[config.mk]
export PLATFORM = sky130hd
export DESIGN_NAME = word_assembler_arb
export DESIGN_NICKNAME = d
export VERILOG_FILES = /design/src/rtl/word_asm_pkg.sv /design/src/rtl/rr_arb2.sv /design/src/rtl/word_assembler_arb.sv
export SDC_FILE = /design/constraint.sdc
export NUM_CORES = 1
export LEC_CHECK = 0
export ABC_AREA = 1
export BUFFER_PORTS_ARGS = -buffer_cell sky130_fd_sc_hd__buf_2
export CELL_PAD_IN_SITES_DETAIL_PLACEMENT = 1
export CELL_PAD_IN_SITES_GLOBAL_PLACEMENT = 1
export CORE_AREA = 2 2 76 49
export DETAILED_ROUTE_END_ITERATION = 10
export DIE_AREA = 0 0 78 51
export PLACE_DENSITY = 0.83
export SYNTH_ARGS = -nofsm -noshare
export SYNTH_HDL_FRONTEND = slang
export SYNTH_SLANG_ARGS = --single-unit
[constraint.sdc]
create_clock -name clk -period 1.5 [get_ports clk]
set_input_delay 0.225 -clock clk [delete_from_list [all_inputs] [get_ports clk]]
set_output_delay 0.225 -clock clk [all_outputs]
set_load 0.005 [all_outputs]
[src/rtl/word_asm_pkg.sv]
// word_asm_pkg: shared FSM state and requester encodings for word_assembler_arb
package word_asm_pkg;
  typedef enum logic [1:0] {IDLE, FIRST, SECOND, FULL} state_t;
  typedef enum logic {SRC_A, SRC_B} src_t;
endpackage

[src/rtl/rr_arb2.sv]
// rr_arb2: two-requester round-robin arbiter; req/ptr/update in, gnt out, pointer held internally
module rr_arb2
  import word_asm_pkg::*;
(
  input  logic       clk,
  input  logic       clear,
  input  logic [1:0] req,
  input  src_t       ptr,
  input  logic       update,
  output src_t       gnt
);
  src_t ptr_q, ptr_d;
  always_comb ptr_d = update ? ptr : ptr_q;
  always_ff @(posedge clk) ptr_q <= clear ? SRC_A : ptr_d;
  always_comb gnt = &req ? ptr_q : req[1] ? SRC_B : SRC_A;
endmodule

[src/rtl/word_assembler_arb.sv]
// word_assembler_arb: assembles N-bit words from two N/2-bit requesters (a_*/b_* in, valid/ready) under round-robin, word out via out_valid/out_ready with out_src, busy
module word_assembler_arb
  import word_asm_pkg::*;
#(
  parameter int N          = 16,
  parameter bit HIGH_FIRST = 1'b1
) (
  input  logic         clk,
  input  logic         clear,
  input  logic         a_valid,
  input  logic [N/2-1:0] a_data,
  output logic         a_ready,
  input  logic         b_valid,
  input  logic [N/2-1:0] b_data,
  output logic         b_ready,
  output logic         out_valid,
  output logic [N-1:0] out_data,
  output logic         out_src,
  input  logic         out_ready,
  output logic         busy
);
  localparam int H = N / 2;
  state_t         state_q, state_d;
  src_t           src_q, src_d, gnt, next_ptr;
  logic [H-1:0]   hi_q, hi_d, lo_q, lo_d, byte_in;
  logic           loading, hs, ld_first, ld_second, ld_hi, ld_lo, rel, req_any;
  rr_arb2 u_arb (
    .clk    (clk),
    .clear  (clear),
    .req    ({b_valid, a_valid}),
    .ptr    (next_ptr),
    .update (rel),
    .gnt    (gnt)
  );
  always_comb begin
    req_any   = a_valid | b_valid;
    loading   = (state_q == FIRST) || (state_q == SECOND);
    hs        = (src_q == SRC_B) ? b_valid : a_valid;
    byte_in   = (src_q == SRC_B) ? b_data : a_data;
    ld_first  = (state_q == FIRST) && hs;
    ld_second = (state_q == SECOND) && hs;
    ld_hi     = HIGH_FIRST ? ld_first : ld_second;
    ld_lo     = HIGH_FIRST ? ld_second : ld_first;
    rel       = (state_q == FULL) && out_ready;
    next_ptr  = (src_q == SRC_A) ? SRC_B : SRC_A;
    hi_d      = ld_hi ? byte_in : hi_q;
    lo_d      = ld_lo ? byte_in : lo_q;
    src_d     = (state_q == IDLE && req_any) ? gnt : src_q;
    state_d   = state_q == IDLE   ? (req_any ? FIRST : IDLE) :
                state_q == FIRST  ? (hs ? SECOND : FIRST) :
                state_q == SECOND ? (hs ? FULL : SECOND) :
                                    (out_ready ? IDLE : FULL);
  end
  always_ff @(posedge clk) begin
    if (clear) begin
      state_q <= IDLE;
      src_q   <= SRC_A;
      hi_q    <= '0;
      lo_q    <= '0;
    end else begin
      state_q <= state_d;
      src_q   <= src_d;
      hi_q    <= hi_d;
      lo_q    <= lo_d;
    end
  end
  assign a_ready   = loading && (src_q == SRC_A);
  assign b_ready   = loading && (src_q == SRC_B);
  assign out_valid = state_q == FULL;
  assign out_data  = {hi_q, lo_q};
  assign out_src   = src_q == SRC_B;
  assign busy      = state_q != IDLE;
endmodule

==> run metrics <==
Remaining Overflow, GRT=0; Crit-path slowest cell=dfxtp_2; Die Height=51 um; Synth Warn #=0; pins over their slew limit=0; outcome=completed; leading cell types in the layout, fill and taps excluded=41 x buf_2, 39 x nand2_1, 20 x nor2_1; RD Place Congestion=0.805; Layout Cells excl Fill=224; reg2reg start=state_q[0]; area occupied by multi-input gates=483 sq um; area of the die=3980 sq um; period utilisation layout=96.5%; remaining routing DRC violations=0; post-route ant nets=0; Register Area=403 sq um; All-Layer GR Usage=13.2%; most used cell, CP=inv_1; RR Endpoint=state_q[0]; final wirelength=2.69 mm; HPWL Detailed=2.18 mm; ordered list of cells on the worst path=inv_1, ha_4, inv_1, nor2_1, buf_2; cells after synthesis=134; core box area=3400 sq um; P&R area growth vs syn=34.0%; CP Capture Type=primary output; share of layout cells above drive strength 1=32.2%; startpoint types=flop; Synth Area per Inst=6.97 sq um; Die X=78 um; CP peak stage delay=360 ps; leak pwr=0.000630 uW; post-synthesis net count=159; # clock sinks=20; CP required=1270 ps; # hold bufs at CTS=0; CP Buf/Inv Count=3; clock buffer depth=2; number of global-route vias before repair=880; worst hold path class=input port to flop; TritonCTS Buffers=3; routed vias/inst=4.33; fill count=469; hold path cells=2; Clock Latency Late Sink=250 ps; Yosys cell types=16; peak supply drop=0.379 mV; largest net degree at the start of global routing=13; DR WL/cell=12.0 um; overall power=1240 uW; antenna violations before repair=0; DRT iter0 DRCs=16; Syn Std Cell Area=933 sq um; Largest delay share family, worst path=flip-flops; Antenna Diode Count=0; placed cell count=220; Worst Hold Endpoint=state_q[0]; Final nets=204; actual slew at the worst max-slew pin=418 ps; final setup vio count=0; sequential share of the synthesized area=42.9%; main area contributors after synthesis=dfxtp_1 43%, nand2_1 16%, nor2_1 8.0%; Detailed Routing Iterations Pass 1=4; CTS tree=done; Crit Path Category=flop to primary output; Vias=971; relative slew slack=72.1%; I/O pin count=42; CTS clk-pin slew, worst paths=70 ps; most common cell after layout, fill and taps aside=buf_2; worst reg2reg path depth=7; Site Rows=17; final worst path period need=1450 ps; Yosys reg bits=20; H-Tree Depth=1; P per Cell Area=988 nW/um^2; cell taking the most area after synthesis=dfxtp_1; maxcap violations=0; Hold Path Origin=clear; crit-path max FO=3; Layout Skew=4.07 ps; post-synth top area share=42.9%; Final Hold Fails=0; Clock Tree Root=clkbuf_8; Fmax=691 MHz; initial core utilization=27.4%; CP arrival=1220 ps; I/O Buffers=41; R2R setup slack=140 ps; first-pass GRT wire length=4.17 mm
[power by group]
part	switching, uW	internal [uW]	leakage, uW
Sequential	23.1	570	0.000163
Clock	159	178	0.0000216
Combinational	178	128	0.000445
[worst max-delay path by stage]
stage          startpoint    endpoint  slack, ps  cells past startpoint
6_report       state_q[1]     a_ready         50                      5
5_1_grt        state_q[0]  state_q[0]         -2                      7
4_1_cts        state_q[0]     a_ready          7                      5
3_5_place_dp      out_src     hi_q[3]        200                      5
3_3_place_gp      out_src     hi_q[5]        260                      5
2_1_floorplan  state_q[0]  state_q[0]        350                      7
[worst reg2reg max path, stage by stage (launching register included)]
cell	delay, ps
dfxtp_2	330
inv_1	110
ha_1	430
nor2_1	100
nor2_1	100
nand2_1	60
nand2_1	70
a21oi_2	40
[layout make-up]
class                           count  area share (%)
Clock buffer                        3            3.30
Inverter                           10            3.00
Multi-Input combinational cell    100            38.6
Sequential cell                    20            32.2
Tap cell                           47            4.70
Timing Repair Buffer               44            18.2
[cells in the mapped netlist, drive strengths merged]
master and instances:
a21oi 13, buf 3, clkbuf 1, dfxtp 20, ha 4, inv 10
nand2 43, nand3 9, nor2 20, o21ai 11
[per-stage QoR]
stage          TNS (ps)  hold slack [ps]  area (sq um)  util (%)  worst slack [ps]
2_1_floorplan         0              294           933         -               352
3_3_place_gp          0              450          1190      34.9               257
3_5_place_dp          0              457          1190      34.9               200
4_1_cts               0              278          1230      36.1              6.79
5_1_grt           -2.46              289          1250      36.8             -2.46
6_report              0              269          1250      36.8              53.1
[sequential cells by signal, summed over array words and instances, names as in the netlist]
name and flops:
lo_q 8, hi_q 8, u_arb.ptr_q 1, state_q 2, out_src 1
[cell families after synthesis]
family	Yosys count	synth area share, %
and+or+nand+nor	72	31.8
AOI/OAI and AO/OA	24	13.3
DFF	20	42.9
buffers and inverters	14	6.70
adders and majority gates	4	5.36
[metal layers]
| layer | global-route usage, % | vias to the layer above | routed length, um |
|---|---|---|---|
| li1 | - | 509 | - |
| met1 | 18.6 | 442 | 1390 |
| met2 | 20.8 | 20 | 1180 |
| met3 | 3.89 | 0 | 120 |
| met4 | 0.877 | 0 | 0 |
| met5 | 0 | - | 0 |
[what timing repair did]
action	in CTS	in global routing
pin swaps	0	0
resized for setup	1	2
buffers inserted	0	1
setup endpoints to repair	1	2
No activity file was read; power rests on OpenSTA's default activity.
